<file path="config.mk">
export PLATFORM = sky130hd
export DESIGN_NAME = md5_hit_capture
export DESIGN_NICKNAME = d
export VERILOG_FILES = /design/src/rtl/md5_hit_capture.sv
export SDC_FILE = /design/constraint.sdc
export NUM_CORES = 1
export LEC_CHECK = 0
export ABC_AREA = 0
export CAP_MARGIN = 20
export CORE_MARGIN = 2
export CORE_UTILIZATION = 30
export DETAILED_ROUTE_END_ITERATION = 7
export GPL_ROUTABILITY_DRIVEN = 0
export SETUP_SLACK_MARGIN = 0.05
export SYNTH_ARGS = -nofsm -noshare
export SYNTH_HDL_FRONTEND = slang
export SYNTH_SLANG_ARGS = --single-unit
</file>
<file path="constraint.sdc">
create_clock -name clk -period 14.6 [get_ports clk]
set_clock_uncertainty 0.2 [all_clocks]
set_input_delay 2.92 -clock clk [delete_from_list [all_inputs] [get_ports clk]]
set_output_delay 2.92 -clock clk [all_outputs]
set_load 0.05 [all_outputs]
</file>
<file path="src/rtl/md5_hit_capture.sv">
// Result capture behind the MD5 pipeline. It holds the 128-bit target digest and
// tags each digest with its guess ordinal by delaying guess_valid by the pipeline
// latency. It latches the first matching ordinal and a saturating match count,
// and it reports a clean miss once the generator is done and the pipeline is empty.
module md5_hit_capture #(
  parameter int unsigned PIPE_LATENCY = 65,
  parameter int unsigned IDX_W        = 48
) (
  input  logic             clk,
  input  logic             reset,
  input  logic             arm,
  input  logic             target_we,
  input  logic [1:0]       target_sel,
  input  logic [31:0]      target_data,
  input  logic             guess_valid,
  input  logic             gen_done,
  input  logic [31:0]      hashA,
  input  logic [31:0]      hashB,
  input  logic [31:0]      hashC,
  input  logic [31:0]      hashD,
  output logic             hit,
  output logic             miss,
  output logic             busy,
  output logic [IDX_W-1:0] hit_index,
  output logic [7:0]       hit_count
);

  typedef enum logic [1:0] {StIdle, StArmed, StHit, StMiss} state_e;

  state_e                  state_q, state_d;
  logic [127:0]            target_q;
  logic [PIPE_LATENCY-1:0] dly_q, dly_d;
  logic [IDX_W-1:0]        out_idx_q, out_idx_d;
  logic [IDX_W-1:0]        hit_index_d;
  logic [7:0]              hit_count_d;
  logic                    out_valid, match, drain, shift_in;

  // Compare the digest against the target and detect a fully drained pipeline.
  always_comb begin
    out_valid = dly_q[PIPE_LATENCY-1];
    match     = out_valid && ({hashA, hashB, hashC, hashD} == target_q);
    drain     = gen_done && !guess_valid && (dly_q == '0);
  end

  // Valid delay line: guesses are tracked only while a run is active (or on arm).
  always_comb begin
    shift_in = guess_valid && (arm || state_q == StArmed || state_q == StHit);
    if (arm) begin
      dly_d    = '0;
      dly_d[0] = guess_valid;
    end else begin
      dly_d = (dly_q << 1) | PIPE_LATENCY'(shift_in);
    end
  end

  // Next state, output ordinal counter and result registers.
  always_comb begin
    state_d     = state_q;
    out_idx_d   = out_valid ? out_idx_q + IDX_W'(1) : out_idx_q;
    hit_index_d = hit_index;
    hit_count_d = hit_count;
    if (arm) begin
      state_d     = StArmed;
      out_idx_d   = '0;
      hit_index_d = '0;
      hit_count_d = '0;
    end else begin
      unique case (state_q)
        StArmed: begin
          // A match wins over a coincident drain.
          if (match) begin
            hit_index_d = out_idx_q;
            hit_count_d = 8'd1;
            state_d     = StHit;
          end else if (drain) begin
            state_d = StMiss;
          end
        end
        StHit: begin
          if (match && hit_count != 8'hff) hit_count_d = hit_count + 8'd1;
        end
        default: ;
      endcase
    end
  end

  // State, counters and registered status outputs.
  always_ff @(posedge clk or posedge reset) begin
    if (reset) begin
      state_q   <= StIdle;
      dly_q     <= '0;
      out_idx_q <= '0;
      hit_index <= '0;
      hit_count <= '0;
      hit       <= 1'b0;
      miss      <= 1'b0;
      busy      <= 1'b0;
    end else begin
      state_q   <= state_d;
      dly_q     <= dly_d;
      out_idx_q <= out_idx_d;
      hit_index <= hit_index_d;
      hit_count <= hit_count_d;
      hit       <= (state_d == StHit);
      miss      <= (state_d == StMiss);
      busy      <= (state_d == StArmed);
    end
  end

  // Target words are frozen while a run is armed; arm does not clear them.
  always_ff @(posedge clk or posedge reset) begin
    if (reset) begin
      target_q <= '0;
    end else if (target_we && state_q != StArmed) begin
      unique case (target_sel)
        2'd0: target_q[127:96] <= target_data;
        2'd1: target_q[95:64]  <= target_data;
        2'd2: target_q[63:32]  <= target_data;
        2'd3: target_q[31:0]   <= target_data;
        default: ;
      endcase
    end
  end

endmodule

</file>
==> results by stage, run 1 <==
Floorplanning:
- The chip height is 221 µm.
- The die boundary width is 221 µm.
- The number of core rows is 79.
- The initial cell density of the core is 30.3%.
- The die covers 48700 µm².
- In this run the standard cell core region covers 46500 µm².
- The number of placed I/O pins is 227.

GRT:
- The overall fraction of global-route tracks in use is 17.7%.
- The total congestion overflow is 0.
- The initial antenna violation count is 9.
- The wire length of the first global-routing pass is 65.5 mm.
- The via count of the first global-routing pass came to 10900.
- Entering global routing, the biggest net connects 177 pins.

Finish:
- The fraction of final layout cells with drive strength greater than 1 is 14.3%.
- The net count of the finished layout is 1638.
- From synthesis to final layout, the design area changed by 29.5%.
- Fill cells in the final layout number 4531.
- The finished layout holds 2101 standard cells, fillers aside.
- The library cell used most frequently in the layout, excluding fill and tap cells, is sky130_fd_sc_hd__dfrtp_1.
- In the layout the commonest cells are 302 x sky130_fd_sc_hd__dfrtp_1, 225 x sky130_fd_sc_hd__clkdlybuf4s50_1, 126 x sky130_fd_sc_hd__mux2_2.

Routing:
- The average detailed-routed wire length per instance is 20.3 µm.
- The first TritonRoute pass finished after 5 iterations.
- Summing over every cut layer, the via total after detailed routing is 10800.
- The final antenna-violating net count is 0.
- The starting DRC count in detailed routing is 870.
- In the routed design, unresolved DRC markers number 0.
- Using the TritonRoute via totals, the vias-per-cell ratio works out to 5.14.
- Wires add up to 42.7 mm.

Worst setup path:
- The kind of capture point of the worst setup path is a register.
- The critical path required time is 14.84 ns.
- By startpoint and endpoint, the worst setup path is classified as in2reg.
- Data on the critical path arrives at its endpoint at 6.60 ns.
- Across all register-to-register paths, the minimum setup slack is 10.65 ns.
- Of all nets on the critical path, the largest fanout is 50.
- Traced cell by cell, the critical path runs through clkdlybuf4s50_1 -> xor2_1 -> a221oi_1 -> nand3_1 -> nor4_1 -> and3_2 -> a31oi_1 -> a211oi_1.
- The cell family contributing the most delay on the critical path is simple AND/OR/NAND/NOR gates.
- In this design, the stage delay of the slowest critical-path cell is 1.03 ns.
- The startpoint type of the worst setup path is an input pin.
- Counting both buffers and inverters, the worst setup path holds a total of 1.
- The critical path's slowest cell is sky130_fd_sc_hd__and3_2.

CTS:
- The clock latency at the later pin of the worst-skew pair is 0.53 ns.
- The TritonCTS buffer count is 36.
- After clock tree synthesis, the clock-pin slew on the worst setup and hold paths is 0.06 ns.
- The count of hold buffers inserted by post-cts repair is 0.
- The number of H-tree branching levels is 2.
- For this design, the sink count on the clock tree is 302.
- The buffer type at the clock tree root is sky130_fd_sc_hd__clkbuf_16.
- The number of setup buffers added after CTS is 0.
- Gates resized during post-CTS repair numbered 0.
- The TritonCTS clock tree is yes.
- The longest clock path from root to sink contains 3 buffers.

STA:
- The worst-margin pin slew is 1.06 ns.
- Setup repair after global routing left no endpoint under its margin.
- The count of pins over their slew limit came to 0.
- Setup violations remaining at the end of the flow were counted as 0.
- The relative max-transition margin is 29.4%.
- The fmax is 157 MHz.
- The number of failing hold endpoints at the final stage is 0.
- In the final timing run, aggregate negative setup slack is 0 ns.
- The minimum clock period is 6.36 ns.
- Dividing the final minimum period by the clock period gives 43.6%.

Yosys:
- The library cell occupying the most area in the post-synthesis netlist is sky130_fd_sc_hd__dfrtp_1.
- Among all flip-flop cells after synthesis, the most frequent one is sky130_fd_sc_hd__dfrtp_1.
- The post-synthesis async set-or-reset flop share is 100%.
- The sequential area share after synthesis is 53.7%.
- The number of enable flip-flop cells after synthesis is 0.
- The synthesized instance count is 1262.
- The flip-flop and latch count after synthesis is 302.
- In this run, distinct cell masters in the synthesized netlist total 53.
- Dividing the synthesized area by the synthesized cell count gives 11.2 µm².
- Summing every instance area after synthesis gives 14100 µm².
- The synthesis warning total is 0.
- By area the synthesized netlist is led by sky130_fd_sc_hd__dfrtp_1 54%, sky130_fd_sc_hd__mux2_2 10%, sky130_fd_sc_hd__xnor2_1 4.2%.
- Summed over its instances, the top area cell type makes up 53.7% of the synthesized netlist area.
- Synthesis produced a netlist with a net count of 1432.

Place:
- After detailed placement, the design holds a cell count of 2037.
- The count of buffers from port buffering is 226.
- After legalization and detailed placement, the total HPWL measured 30.0 mm.

Min path:
- The worst hold-check path type is reg2reg.

Power:
- Power comes to 2.23 mW.
- IR analysis of the VDD net gives a maximum drop of 0.0697 mV.
- Dividing total power by cell area gives a power density of 122 nW/µm².
- In this run the static leakage power is 7.52 nW.

Run status:
- The run finished with clean final reports.

Flow run:
- Max-cap violations in this run came to 0.
-- layer usage --
layer,wire length [µm],track usage [%]
met3,3570,5.47
met2,19800,28.4
met1,17900,22.4
met5,80,0
met4,1410,6.64
-- area by class of cell --
class | count | area [µm²] | share of cell area, %
antenna | 5 | 12.5 | 0.0686
clock buffer | 45 | 986 | 5.41
clock inverter | 14 | 260 | 1.43
inverter | 51 | 199 | 1.09
multi-input combinational | 838 | 6090 | 33.4
sequential | 302 | 7560 | 41.4
tap | 607 | 759 | 4.17
timing repair buffer | 239 | 2370 | 13.0
-- cells in the mapped netlist, types with 5 or more instances --
cell type and instances:
sky130_fd_sc_hd__mux2_2 126, sky130_fd_sc_hd__and4_1 7, sky130_fd_sc_hd__nor4_1 37, sky130_fd_sc_hd__nand2_1 26, sky130_fd_sc_hd__or3_1 7, sky130_fd_sc_hd__nor3_1 15, sky130_fd_sc_hd__or4_1 6, sky130_fd_sc_hd__o31ai_1 52
sky130_fd_sc_hd__a21oi_1 59, sky130_fd_sc_hd__o2111ai_1 5, sky130_fd_sc_hd__xnor2_1 68, sky130_fd_sc_hd__dfrtp_1 302, sky130_fd_sc_hd__inv_1 51, sky130_fd_sc_hd__nand2b_1 28, sky130_fd_sc_hd__nand4_1 95, sky130_fd_sc_hd__nor2_1 66
sky130_fd_sc_hd__xor2_1 46, sky130_fd_sc_hd__nor2b_1 90, sky130_fd_sc_hd__buf_1 9, sky130_fd_sc_hd__clkbuf_1 58, sky130_fd_sc_hd__o22ai_1 14, sky130_fd_sc_hd__nand3_1 30, sky130_fd_sc_hd__o21ai_0 7
-- final timing paths --
check	cells past startpoint	to	startpoint
max	8	hit_count[0]$_DFFE_PP0P_	hashD[2]
min	1	dly_q[4]$_DFF_PP0_	dly_q[3]$_DFF_PP0_
max reg2reg	7	hit_count[0]$_DFFE_PP0P_	target_q[2]$_DFFE_PP0P_
min reg2reg	1	dly_q[4]$_DFF_PP0_	dly_q[3]$_DFF_PP0_
max in group asynchronous	3	hit_index[27]$_DFFE_PP0P_	reset
min in group asynchronous	2	target_q[113]$_DFFE_PP0P_	reset
-- state kept, by name (all words and copies together), names as in the netlist --
| signal | flops |
|---|---|
| miss | 1 |
| state_q | 2 |
| hit | 1 |
| out_idx_q | 48 |
| dly_q | 65 |
| hit_index | 48 |
| busy | 1 |
| hit_count | 8 |
| target_q | 128 |
-- power by group --
group	switching, mW	total [mW]	internal (mW)
combinational	0.142	0.300	0.158
clock	0.353	0.954	0.601
sequential	0.0573	0.973	0.916
-- cell families after synthesis --
logic type | share of synthesized area, %
AND/OR/NAND/NOR | 17.5
AO/OA/AOI/OAI | 8.09
multiplexers | 10.1
buffers and inverters | 3.29
XOR/XNOR | 7.09
flip-flops | 53.7
adder cells (fa/ha/maj) | 0.178
-- stage by stage --
step	setup slack, ns	hold slack [ns]	utilization [%]	area [µm²]
finish	8.24	0.282	39.2	18200
CTS	8.35	0.283	39.2	18200
detailed placement	7.79	0.280	36.5	17000
floorplan	3.13	0.265	-	14100
global placement	7.79	0.273	36.5	17000
global route	8.15	0.305	39.2	18200
(Power assumes the default switching activity.)
==> run 2: changes to the inputs <==
==> constraint.sdc (replaced) <==
create_clock -name clk -period 5.9 [get_ports clk]
set_clock_uncertainty 0.2 [all_clocks]
set_input_delay 1.18 -clock clk [delete_from_list [all_inputs] [get_ports clk]]
set_output_delay 1.18 -clock clk [all_outputs]
set_load 0.05 [all_outputs]
==> run 2 against run 1 <==
  * Sequential power increased by 150%
  * Global-route usage grew 0.17 points
  * Core utilization about the same
  * Via count fell by 0.68%
  * Hold slack gained 0.010 ns
  * Setup slack worse by 6.8 ns
  * Clock power is 130% higher
  * Largest cell class unchanged
==> results by stage, run 2 (synthesized netlist as in run 1, its figures left out) <==
STA:
- Setup repair after global routing left no endpoint under its margin.
- The post-layout worst setup margin is 1.45 ns (-6.78 ns).
- The number of failing hold endpoints at the final stage was 0 (unchanged).
- Derived from the worst setup path, the maximum achievable clock frequency is 225 MHz.
- The count of pins over their slew limit is 0 (unchanged).
- The worst-margin pin slew came to 0.958 ns (-0.100 ns).
- The relative max-transition margin is 36.1% (+6.7 points).
- After layout, the minimum clock period comes to 4.45 ns.
- The worst-case hold slack is 0.292 ns (+0.0103 ns).
- The sum of negative setup slack is 0 ns (unchanged).
- The fraction of the cycle the final worst path needs is 75.4%.
- The final count of negative-setup-slack endpoints is 0 (unchanged).

Floorplanning:
- The die boundary width is 221 µm (unchanged).
- The chip height is 221 µm (unchanged).
- The number of core rows is 79 (unchanged).
- The number of placed I/O pins came to 227 (unchanged).
- The initial cell density of the core is 30.3% (unchanged).
- The core outline area is 46500 µm² (unchanged).
- The floorplan die area is 48700 µm² (unchanged).

Min path:
- The min-delay analysis places its worst path in the category reg2reg.

Power:
- The worst voltage drop across the vdd grid is 0.164 mV (+130%).
- The power per cell area is 294 nW/µm² (+140%).
- The leakage power figure came to 7.52 nW (about the same).

Finish:
- In the final layout, the registers with the most flip-flops are target_q (128), dly_q (65).
- In the layout the commonest cells are 302 x sky130_fd_sc_hd__dfrtp_1, 225 x sky130_fd_sc_hd__clkdlybuf4s50_1, 126 x sky130_fd_sc_hd__mux2_2.
- The register name with the most flops is target_q.
- The number of non-filler instances in the completed layout is 2107 (+0.29%).
- The fill cell total of the finished layout is 4551 (+0.44%).
- The flip-flop count of the largest register after layout came to 128 (unchanged).
- The net count of the finished layout came to 1643 (+0.31%).
- The total non-filler cell area in the finished layout was 18200 µm² (about the same).
- The signed area change from the synthesized netlist to the final layout was 29.4% (about the same).
- The fraction of final layout cells with drive strength greater than 1 was 14.8% (+0.51 points).
- The area of all sequential standard cells was 7560 µm² (unchanged).
- The library cell used most frequently in the layout, excluding fill and tap cells, is sky130_fd_sc_hd__dfrtp_1.
- The combined area of the multi-input logic cells was 6090 µm² (unchanged).

CTS:
- The clock transition at the registers of the reported paths is 0.06 ns (about the same).
- The number of H-tree branching levels is 2 (unchanged).
- The cell sitting at the root of the clock tree is a sky130_fd_sc_hd__clkbuf_16.
- The maximum count of clock buffers along a single path is 3 (unchanged).
- The count of hold buffers inserted by post-cts repair came to 0 (unchanged).
- The TritonCTS buffer count was 36 (unchanged).
- The TritonCTS clock tree is yes.
- The number of setup buffers added after CTS is 0 (unchanged).
- The clock latency at the later pin of the worst-skew pair was 0.53 ns (about the same).
- The total of cells resized after clock tree synthesis is 0 (unchanged).
- The CTS sink count is 302 (unchanged).

Worst setup path:
- The type of the worst setup path is in2reg.
- The setup slack of the most critical reg-to-reg path was 2.20 ns (-8.45 ns).
- The critical path buffer and inverter count is 3 (+2).
- The startpoint type of the worst setup path is an input pin.
- The family of cells with the greatest summed delay on the critical path is simple AND/OR/NAND/NOR gates.
- The signal on the critical path passes through clkdlybuf4s50_1 -> inv_1 -> a221o_1 -> or4_1 -> or4_2 -> buf_4 -> o31ai_1 -> a21oi_1.
- The arrival time at the worst endpoint was 4.63 ns (-1.97 ns).
- The critical path required time was 6.08 ns (-8.76 ns).
- STA classifies the critical path endpoint as a register.
- The largest fanout of any net on the critical path is 39 (-22%).
- The slowest stage of the critical path is the sky130_fd_sc_hd__or4_2 cell.
- The critical path's largest stage delay is 1.13 ns (+0.10 ns).

Place:
- The cell area after placement came to 17000 µm² (+0.30%).
- The pre-CTS setup slack came to 0.954 ns (-6.84 ns).
- The half-perimeter wire length of the detailed placement result was 30.8 mm (+2.6%).
- The number of placed instances, taps included was 2041 (+0.20%).
- The count of buffers from port buffering is 226 (unchanged).

GRT:
- The total congestion overflow is 0 (unchanged).
- The initial antenna violation count came to 10 (+1).
- The via count of the first global-routing pass is 10900 (+0.34%).
- The maximum number of pins on one net before global-route repair is 148 (-16%).
- The wire length of the first global-routing pass was 66.0 mm (+0.78%).
- The overall fraction of global-route tracks in use is 17.9% (+0.17 points).

Run status:
- The run finished with clean final reports.

Routing:
- The number of vias per cell was 5.09 (-0.96%).
- The starting DRC count in detailed routing came to 734 (-16%).
- The number of iterations in the first detailed-routing pass is 5 (unchanged).
- The final wirelength is 42.8 mm (+0.32%).
- The highest metal layer carrying signal wires in the routed design is met5.
- The DRC violations left was 0 (unchanged).
- The met1 wire length was 18.6 mm (+4.2%).
- The average detailed-routed wire length per instance was 20.3 µm (about the same).
- The routed wire length on met2 came to 20.1 mm (+1.6%).
- The final antenna-violating net count was 0 (unchanged).
- The overall via count from detail_route is 10700 (-0.68%).
- The total met3 wirelength after detailed routing is 3.03 mm (-15%).

Flow run:
- The max-capacitance violation count is 0 (unchanged).
run 2: cell count changes in the layout (fill, tap and decap cells not counted), sizes merged:
cell | previous run | this run
bufinv | 7 | 2
buf | 14 | 19
clkbuf | 45 | 48
inv | 51 | 50
diode | 5 | 2
clkinv | 7 | 12
clkinvlp | 0 | 2
run 2: final timing paths:
path,from,to,cells after the start
min,dly_q[59]$_DFF_PP0_,dly_q[60]$_DFF_PP0_,1
max reg2reg,target_q[78]$_DFFE_PP0P_,hit_index[30]$_DFFE_PP0P_,7
max in group asynchronous,reset,hit_index[23]$_DFFE_PP0P_,3
min in group asynchronous,reset,target_q[6]$_DFFE_PP0P_,2
min reg2reg,dly_q[59]$_DFF_PP0_,dly_q[60]$_DFF_PP0_,1
max,hashA[6],hit_index[30]$_DFFE_PP0P_,8
run 2: area by class of cell:
type	instances	share of cell area, %
sequential	302	41.5
timing repair buffer	244	13.5
clock buffer	48	5.64
antenna	2	0.0275
multi-input combinational	838	33.4
clock inverter	15	0.721
inverter	51	1.07
tap	607	4.17
run 2: per-layer routing:
metal  vias up  GRT usage, %
met2       340          29.0
met4        16          5.11
met1      5326          23.4
met3        80          4.99
li1       4958             -
met5         -             0
run 2: per-stage QoR:
stage,util [%],power [mW]
floorplan,-,2.86
global placement,36.6,3.18
detailed placement,36.6,3.20
CTS,39.1,5.43
global route,39.2,5.60
finish,39.2,5.36
run 2: power breakdown:
group	internal (mW)	switching, mW	leakage (nW)
registers	2.27	0.141	4.08
logic	0.395	0.360	2.86
clock network	1.31	0.892	0.581
==> run 3: changes to the inputs <==
==> constraint.sdc (replaced) <==
create_clock -name clk -period 3.9 [get_ports clk]
set_clock_uncertainty 0.2 [all_clocks]
set_input_delay 0.78 -clock clk [delete_from_list [all_inputs] [get_ports clk]]
set_output_delay 0.78 -clock clk [all_outputs]
set_load 0.05 [all_outputs]
==> run 3 against run 2 <==
  * Global-route usage up 0.32 points
  * Register-to-register slack worse by 1.5 ns
  * Die area unchanged
  * Clock power up 51%
  * Setup slack worse by 1.1 ns
  * Largest cell class unchanged
==> results by stage, run 3 (synthesized netlist as in run 1, its figures left out) <==
Routing:
- The starting DRC count in detailed routing was 748 (+1.9%).
- The final wirelength is 43.6 mm (+1.8%).
- The DRC violations left is 0 (unchanged).
- The number of vias per cell came to 5.10 (+0.15%).
- The number of iterations in the first detailed-routing pass is 5 (unchanged).
- The final antenna-violating net count is 0 (unchanged).
- The average detailed-routed wire length per instance was 20.4 µm (+0.16%).
- The overall via count from detail_route came to 10900 (+1.8%).

GRT:
- The overall fraction of global-route tracks in use came to 18.2% (+0.32 points).
- The total congestion overflow was 0 (unchanged).
- The maximum number of pins on one net before global-route repair is 135 (-8.8%).
- The initial antenna violation count is 12 (+2).
- The wire length of the first global-routing pass came to 67.2 mm (+1.8%).
- The via count of the first global-routing pass is 11300 (+3.5%).

CTS:
- The clock latency at the later pin of the worst-skew pair is 0.55 ns (+0.02 ns).
- The maximum count of clock buffers along a single path is 3 (unchanged).
- The number of setup buffers added after CTS is 0 (unchanged).
- The tree is rooted in a sky130_fd_sc_hd__clkbuf_16.
- The count of hold buffers inserted by post-cts repair was 0 (unchanged).
- The number of H-tree branching levels is 2 (unchanged).
- The clock transition at the registers of the reported paths is 0.06 ns (about the same).
- The total of cells resized after clock tree synthesis is 0 (unchanged).
- The TritonCTS buffer count came to 36 (unchanged).
- TritonCTS built the clock tree.
- The CTS sink count is 302 (unchanged).

Finish:
- The net count of the finished layout was 1678 (+2.1%).
- The library cell used most frequently in the layout, excluding fill and tap cells, is sky130_fd_sc_hd__dfrtp_1.
- The flip-flop count of the largest register after layout is 128 (unchanged).
- The top cell types in the final layout, fill and taps aside, are 302 x sky130_fd_sc_hd__dfrtp_1, 225 x sky130_fd_sc_hd__clkdlybuf4s50_1, 126 x sky130_fd_sc_hd__mux2_2.
- The fill cell total of the finished layout was 4554 (+0.066%).
- In the final layout, the registers with the most flip-flops are target_q (128), dly_q (65).
- The signed area change from the synthesized netlist to the final layout is 31.7%.
- The fraction of final layout cells with drive strength greater than 1 is 16.6% (+1.7 points).
- The register name with the most flops is target_q.

STA:
- For this run, the top clock speed supported by timing is 285 MHz.
- The number of failing hold endpoints at the final stage is 0 (unchanged).
- The final count of negative-setup-slack endpoints was 0 (unchanged).
- The count of pins over their slew limit is 0 (unchanged).
- The post-layout worst setup margin is 0.388 ns (-1.06 ns).
- The clock period could shrink to 3.51 ns.
- The relative max-transition margin is 43.6% (+7.5 points).
- The worst-margin pin slew is 0.839 ns (-0.119 ns).
- The sum of negative setup slack is 0 ns (unchanged).
- Setup repair after global routing left no endpoint under its margin.
- The fraction of the cycle the final worst path needs is 90.0%.

Floorplanning:
- The number of placed I/O pins is 227 (unchanged).
- The number of core rows is 79 (unchanged).
- The initial cell density of the core is 30.3% (unchanged).
- The core outline area is 46500 µm² (unchanged).
- The floorplan die area is 48700 µm² (unchanged).
- The die boundary width is 221 µm (unchanged).
- The chip height is 221 µm (unchanged).

Worst setup path:
- The setup slack of the most critical reg-to-reg path came to 0.68 ns (-1.52 ns).
- The type of the worst setup path is in2reg.
- The reg-to-reg endpoint is hit_index[2]$_DFFE_PP0P_.
- The critical path required time was 4.09 ns (-1.99 ns).
- The largest fanout of any net on the critical path came to 49 (+26%).
- The arrival time at the worst endpoint is 3.70 ns (-0.93 ns).
- The count of cells along the worst register-to-register path is 8 (+1).
- The kind of capture point of the worst setup path is a register.
- The worst setup path is launched from an input pin.
- The origin of the critical flop-to-flop path is target_q[20]$_DFFE_PP0P_.

Flow run:
- The max-capacitance violation count is 0 (unchanged).

Place:
- The count of buffers from port buffering is 226 (unchanged).
- The half-perimeter wire length of the detailed placement result is 31.6 mm (+2.6%).
- The pre-CTS setup slack is -0.159 ns (-1.11 ns).

Power:
- The worst voltage drop across the vdd grid came to 0.295 mV (+80%).
- The power per cell area is 438 nW/µm² (+49%).
- The leakage power figure is 7.71 nW (+2.5%).

Min path:
- The number of instances on the worst hold path came to 1 (unchanged).
- The worst hold path begins at dly_q[10]$_DFF_PP0_.
- The worst hold-check path type is reg2reg.
- The worst hold endpoint is dly_q[11]$_DFF_PP0_.

Run status:
- The flow ran to the end, and the final reports show no timing, DRC or antenna violations.
==> run 3: changes by cell type in the layout (fill, tap and decap cells not counted), moves of 2 or more <==
cell and change:
sky130_fd_sc_hd__buf_12 +7, sky130_fd_sc_hd__clkbuf_1 +3, sky130_fd_sc_hd__clkbuf_8 +2, sky130_fd_sc_hd__clkinv_2 -5, sky130_fd_sc_hd__buf_4 +29
==> run 3: area by class of cell <==
cell class              instances  area (µm²)  share of cell area, %
diodes                          1        2.50                 0.0135
clock buffers                  52        1040                   5.61
clock inverters                11         123                  0.661
inverters                      51         195                   1.05
multi-input cells             838        6090                   32.8
flip-flops and latches        302        7560                   40.7
well taps                     607         759                   4.09
repair buffers                279        2780                   15.0
==> run 3: power by group <==
part           switching [mW]  internal, mW  leakage (nW)
clock                    1.33          1.99         0.574
sequential              0.215          3.43          4.08
combinational           0.545         0.627          3.06
==> run 3: stage by stage <==
stage               utilization [%]  area, µm²  power, mW  instances  hold slack, ns
finish                         39.9      18600       8.13       2141           0.287
global route                   39.9      18500       8.49       2140           0.315
CTS                            39.9      18500       8.23       2140           0.293
detailed placement             37.4      17400       4.88       2077           0.279
global placement               37.4      17400       4.85       2077           0.274
floorplan                         -      14100       4.33       1262           0.265
==> run 3: how the worst max path moves through the flow <==
stage,startpoint,to,cells past startpoint
2_1_floorplan,reset,busy$_DFF_PP0_,1
4_1_cts,hashA[6],hit_index[41]$_DFFE_PP0P_,8
5_1_grt,hashD[20],hit_index[9]$_DFFE_PP0P_,9
3_3_place_gp,hashA[19],hit_count[1]$_DFFE_PP0P_,8
6_report,hashA[6],hit_index[2]$_DFFE_PP0P_,8
3_5_place_dp,hashA[6],hit_index[3]$_DFFE_PP0P_,8
==> run 3: routing by layer <==
metal | up-vias | share of wire (%) | wire length (µm) | GRT usage [%]
met5 | - | 0.30 | 130 | 0
met4 | 20 | 2.3 | 1020 | 5.27
met3 | 83 | 7.3 | 3170 | 5.18
met2 | 362 | 47 | 20600 | 30.3
met1 | 5427 | 43 | 18700 | 23.0
li1 | 5017 | - | - | -
==> run 3: worst max-delay path: stages <==
cell and delay, ns:
sky130_fd_sc_hd__clkdlybuf4s50_1 0.52, sky130_fd_sc_hd__inv_1 0.06, sky130_fd_sc_hd__a221o_1 0.34, sky130_fd_sc_hd__or4_1 0.53, sky130_fd_sc_hd__or4_2 0.80, sky130_fd_sc_hd__buf_12 0.26, sky130_fd_sc_hd__o31ai_1 0.29, sky130_fd_sc_hd__a21oi_1 0.10
